==> src/rtl/stack_unit.sv <==
// Operand stack (LIFO) for the stack-machine controller.
// Ports: clk, rst (async low), push/pop/top/din in; dout/dvalid/count/empty/full/ovf/unf out.
module stack_unit #(
  parameter int WIDTH = 8,
  parameter int DEPTH = 8,
  parameter int PW    = 3
) (
  input  logic             clk,
  input  logic             rst,
  input  logic             push,
  input  logic             pop,
  input  logic             top,
  input  logic [WIDTH-1:0] din,
  output logic [WIDTH-1:0] dout,
  output logic             dvalid,
  output logic [PW:0]      count,
  output logic             empty,
  output logic             full,
  output logic             ovf,
  output logic             unf
);

  localparam logic [PW:0] FULL_CNT = (PW+1)'(DEPTH);
  localparam logic [PW:0] ONE_CNT  = (PW+1)'(1);
  localparam logic [PW-1:0] ONE_IX = PW'(1);

  logic [WIDTH-1:0] mem [DEPTH];
  logic [PW:0]      sp;
  logic [PW-1:0]    tos_ix;
  logic [PW-1:0]    wr_ix;
  logic             rd_en;
  logic             wr_en;
  logic             inc;
  logic             dec;
  logic             ovf_set;
  logic             unf_set;

  assign count = sp;
  assign empty = (sp == '0);
  assign full  = (sp == FULL_CNT);

  // At sp == DEPTH the low bits wrap to 0, so tos_ix is DEPTH-1.
  assign tos_ix = sp[PW-1:0] - ONE_IX;

  always_comb begin
    rd_en   = (pop | top) & ~empty;
    // push+pop on a non-empty stack overwrites TOS in place.
    wr_en   = push & (pop | ~full);
    wr_ix   = (pop & ~empty) ? tos_ix : sp[PW-1:0];
    inc     = push & ~full & (~pop | empty);
    dec     = pop & ~push & ~empty;
    ovf_set = push & ~pop & full;
    unf_set = (pop | top) & empty;
  end

  always_ff @(posedge clk) begin
    if (wr_en) mem[wr_ix] <= din;
  end

  always_ff @(posedge clk or negedge rst) begin
    if (!rst) begin
      sp     <= '0;
      dout   <= '0;
      dvalid <= 1'b0;
      ovf    <= 1'b0;
      unf    <= 1'b0;
    end else begin
      dvalid <= rd_en;
      if (rd_en) dout <= mem[tos_ix];
      unique case (1'b1)
        inc:     sp <= sp + ONE_CNT;
        dec:     sp <= sp - ONE_CNT;
        default: sp <= sp;
      endcase
      if (ovf_set) ovf <= 1'b1;
      if (unf_set) unf <= 1'b1;
    end
  end

endmodule

==> config.mk <==
export PLATFORM = sky130hd
export DESIGN_NAME = stack_unit
export DESIGN_NICKNAME = d
export VERILOG_FILES = /design/src/rtl/stack_unit.sv
export SDC_FILE = /design/constraint.sdc
export NUM_CORES = 1
export LEC_CHECK = 0
export CAP_MARGIN = 20
export CORE_MARGIN = 4
export CORE_UTILIZATION = 40
export DETAILED_ROUTE_END_ITERATION = 7
export SETUP_SLACK_MARGIN = 0.3
export SLEW_MARGIN = 20
export SYNTH_ARGS = -nofsm -noshare
export SYNTH_HDL_FRONTEND = slang
export SYNTH_SLANG_ARGS = --single-unit
==> constraint.sdc <==
create_clock -name clk -period 2.5 [get_ports clk]
set_input_delay 0.5 -clock clk [delete_from_list [all_inputs] [get_ports clk]]
set_output_delay 0.5 -clock clk [all_outputs]
set_load 0.02 [all_outputs]
==> metrics.md <==
| Metric | Value |
|---|---|
| Drt drc | `0` |
| Critical path class | `flop to flop` |
| Syn avg cell area | `15.01 µm²` |
| Clock Tree Root | `clkbuf_8` |
| Most frequent cells in the layout | `64 x edfxtp_1, 32 x mux2i_1, 27 x clkdlybuf4s50_1` |
| Ratio of final minimum period to clock period | `88.10%` |
| Post-synthesis adder-cell area fraction | `0.7477%` |
| ANT nets after route | `0` |
| RePlAce Congestion | `0.8172` |
| Final nets | `288` |
| PortBufs | `29` |
| WL final | `6.771 mm` |
| Asr flop ratio synth | `18.99%` |
| Die W | `99.48 µm` |
| Final setup vio count | `0` |
| DIE HEIGHT | `99.48 µm` |
| Unrepaired setup endpoints after global routing | `yes` |
| Critical path endpoint category | `flop` |
| Max Slew Vio Count | `0` |
| Simple-gate share of the synthesized area | `6.206%` |
| Hold Violations, Final | `0` |
| Run status | `finished clean` |
| Synth Register Bits | `79` |
| I/O pin cnt | `30` |
| Worst endpoint required time | `2.76 ns` |
| Number of enable flip-flop cells after synthesis | `64` |
| Pre-antenna DRT Iters | `4` |
| Synth-to-Final Area Change | `23.40%` |
| Clock slew at reported path FFs | `0.08 ns` |
| Relative slew slack | `53.34%` |
| Mapped cell area | `3347 µm²` |
| Most common cell after layout, fill and taps aside | `edfxtp_1` |
| Hold WC Path Type | `flop to flop` |
| Critical path arrival | `2.46 ns` |
| Diodes inserted | `0` |
| Top_reg_cell synth | `edfxtp_1` |
| YS warnings | `0` |
| Largest net degree at the start of global routing | `33` |
| Max-Cap Viols | `0` |
| Core ar. | `8175 µm²` |
| Cells after synthesis | `223` |
| Tot Pwr | `5.474 mW` |
| Fin crit period | `2.203 ns` |
| Clk_skew | `0.007548 ns` |
| Starting Density | `40.94%` |
| Setup crit start | `count[0]$_DFFE_PN0P_` |
| Leak | `1.534 nW` |
| Clock buffer count from CTS | `9` |
| F_max | `454.0 MHz` |
| Slew @ Worst Pin | `0.6998 ns` |
| Post-Syn Nets | `238` |
| Worst setup path end | `count[2]$_DFFE_PN0P_` |
| Share of cells above drive strength 1 | `20.86%` |
| CTS sink count | `79` |
| Reg2reg end | `count[2]$_DFFE_PN0P_` |
| Final Util | `50.52%` |
| Crit-path max FO | `5` |
| Synth cell types | `37` |
| Largest family of logic cells by synthesized area | `compound AO/OA/AOI/OAI gates` |
| Pre-CTS setup slack | `0.08472 ns` |
| Setup WS post-layout | `0.2975 ns` |
| GRT Util Overall | `14.67%` |
| Vias per cell | `5.183` |
| Clock Latency Late Sink | `0.34 ns` |
| Initial antenna violation count | `0` |
| Total die area | `9895 µm²` |
| Via count | `1985` |
| Pwr dens | `1325 nW/µm²` |
| XOR/XNOR Fraction of Synth Area | `1.570%` |
| Seq/Total Area, Yosys | `68.64%` |
| Peak VDD IR | `0.0006575 V` |
| Row cnt | `33` |
| Wire length per cell | `17.68 µm` |
| Reg2reg start | `count[0]$_DFFE_PN0P_` |
| First-pass GRT wire length | `10.67 mm` |
| CTS tree | `built` |
| Multiplexer share of the synthesized area | `9.907%` |
| Grt ovf | `0` |
| Hpwl dp | `4.232 mm` |
| CTS Buffer Depth | `2` |
| Startpoint types | `flop` |
| Vias in the first global route | `1963` |
| Synth Area in Compound Gates | `10.21%` |
| R2R cell count | `9` |
| DR iter-0 viols | `94` |
| Reg-to-reg slack, setup | `0.30 ns` |
| # H-tree levels | `3` |
## Yosys cell counts (2+ instances only)
library cell | instances | share of area (%)
a2bb2oi_1 | 2 | 0.52
o22ai_1 | 2 | 0.37
nand3_1 | 2 | 0.30
o2bb2ai_1 | 2 | 0.52
a22o_1 | 16 | 4.2
mux2i_1 | 32 | 9.6
and2_1 | 2 | 0.37
edfxtp_1 | 64 | 57
o21ai_1 | 2 | 0.30
clkbuf_1 | 4 | 0.45
ha_1 | 2 | 0.75
dfrtp_1 | 15 | 11
o21ai_0 | 3 | 0.45
nand2_1 | 11 | 1.2
nor2_1 | 15 | 1.7
a22oi_1 | 2 | 0.45
inv_1 | 6 | 0.67
nand2b_1 | 4 | 0.75
buf_2 | 7 | 1.0
nor2b_1 | 2 | 0.37
o31ai_1 | 8 | 1.8
xnor2_1 | 5 | 1.3
## flip-flops by register name, summed over array words and instances (netlist names)
signal / cells
count: 4
ovf: 1
unf: 1
dvalid: 1
dout: 8
mem: 64
## area by class of cell
type,instances,area [µm²]
fill,707,4045
clock buffer,9,123.9
inverter,6,27.53
sequential,79,2300
multi-input combinational,125,996.0
clock inverter,7,70.07
timing repair buffer,52,481.7
tap,105,131.4
## how the worst min path moves through the flow
stage | start | end | cells past startpoint
2_1_floorplan | rst | count[0]$_DFFE_PN0P_ | 0
3_3_place_gp | ovf$_DFFE_PN0P_ | ovf$_DFFE_PN0P_ | 1
3_5_place_dp | ovf$_DFFE_PN0P_ | ovf$_DFFE_PN0P_ | 1
4_1_cts | ovf$_DFFE_PN0P_ | ovf$_DFFE_PN0P_ | 1
5_1_grt | ovf$_DFFE_PN0P_ | ovf$_DFFE_PN0P_ | 1
6_report | ovf$_DFFE_PN0P_ | ovf$_DFFE_PN0P_ | 1
## per-layer routing
metal / track usage, % / routed length, µm
met1: 19.62 / 3203
met5: 0 / 0
met4: 5.672 / 87
met2: 23.61 / 3235
met3: 3.015 / 244
## cell families after synthesis
group           count (synthesis)
simple gates                   41
xor+xnor                        6
flops                          79
mux                            33
buf+inv                        19
compound gates                 43
fa+ha+maj                       2
## what timing repair did
action	in CTS	in global routing
hold buffers	0	0
endpoints found under the setup margin	3	4
setup buffers	2	2
gates resized for setup	5	1
pin swaps	5	4
## metrics by stage
step                std cells  area [µm²]  setup TNS (ns)  hold slack [ns]
global route              383        4130               0           0.4759
floorplan                 223        3402        -0.02233           0.2044
CTS                       381        4120               0           0.4637
detailed placement        363        3910               0           0.4451
finish                    383        4130               0           0.4609
global placement          363        3910               0           0.4377
## worst max-delay path, cell delays in order (launching register included)
cell and delay [ns]:
dfrtp_2 0.44, inv_6 0.06, ha_4 0.14, nor3b_4 0.26
nor2_1 0.09, xnor2_1 0.13, ha_2 0.17, or4_4 0.41
a221oi_2 0.27, xnor2_1 0.15
## report_power, final
group	leakage [nW]	total (mW)	switching, mW	internal, mW
clock	0.101	0.922	0.459	0.463
sequential	0.753	1.89	0.136	1.76
combinational	0.680	2.66	1.43	1.23
total	1.53	5.47	2.02	3.45
No activity file was read; power rests on OpenSTA's default activity.
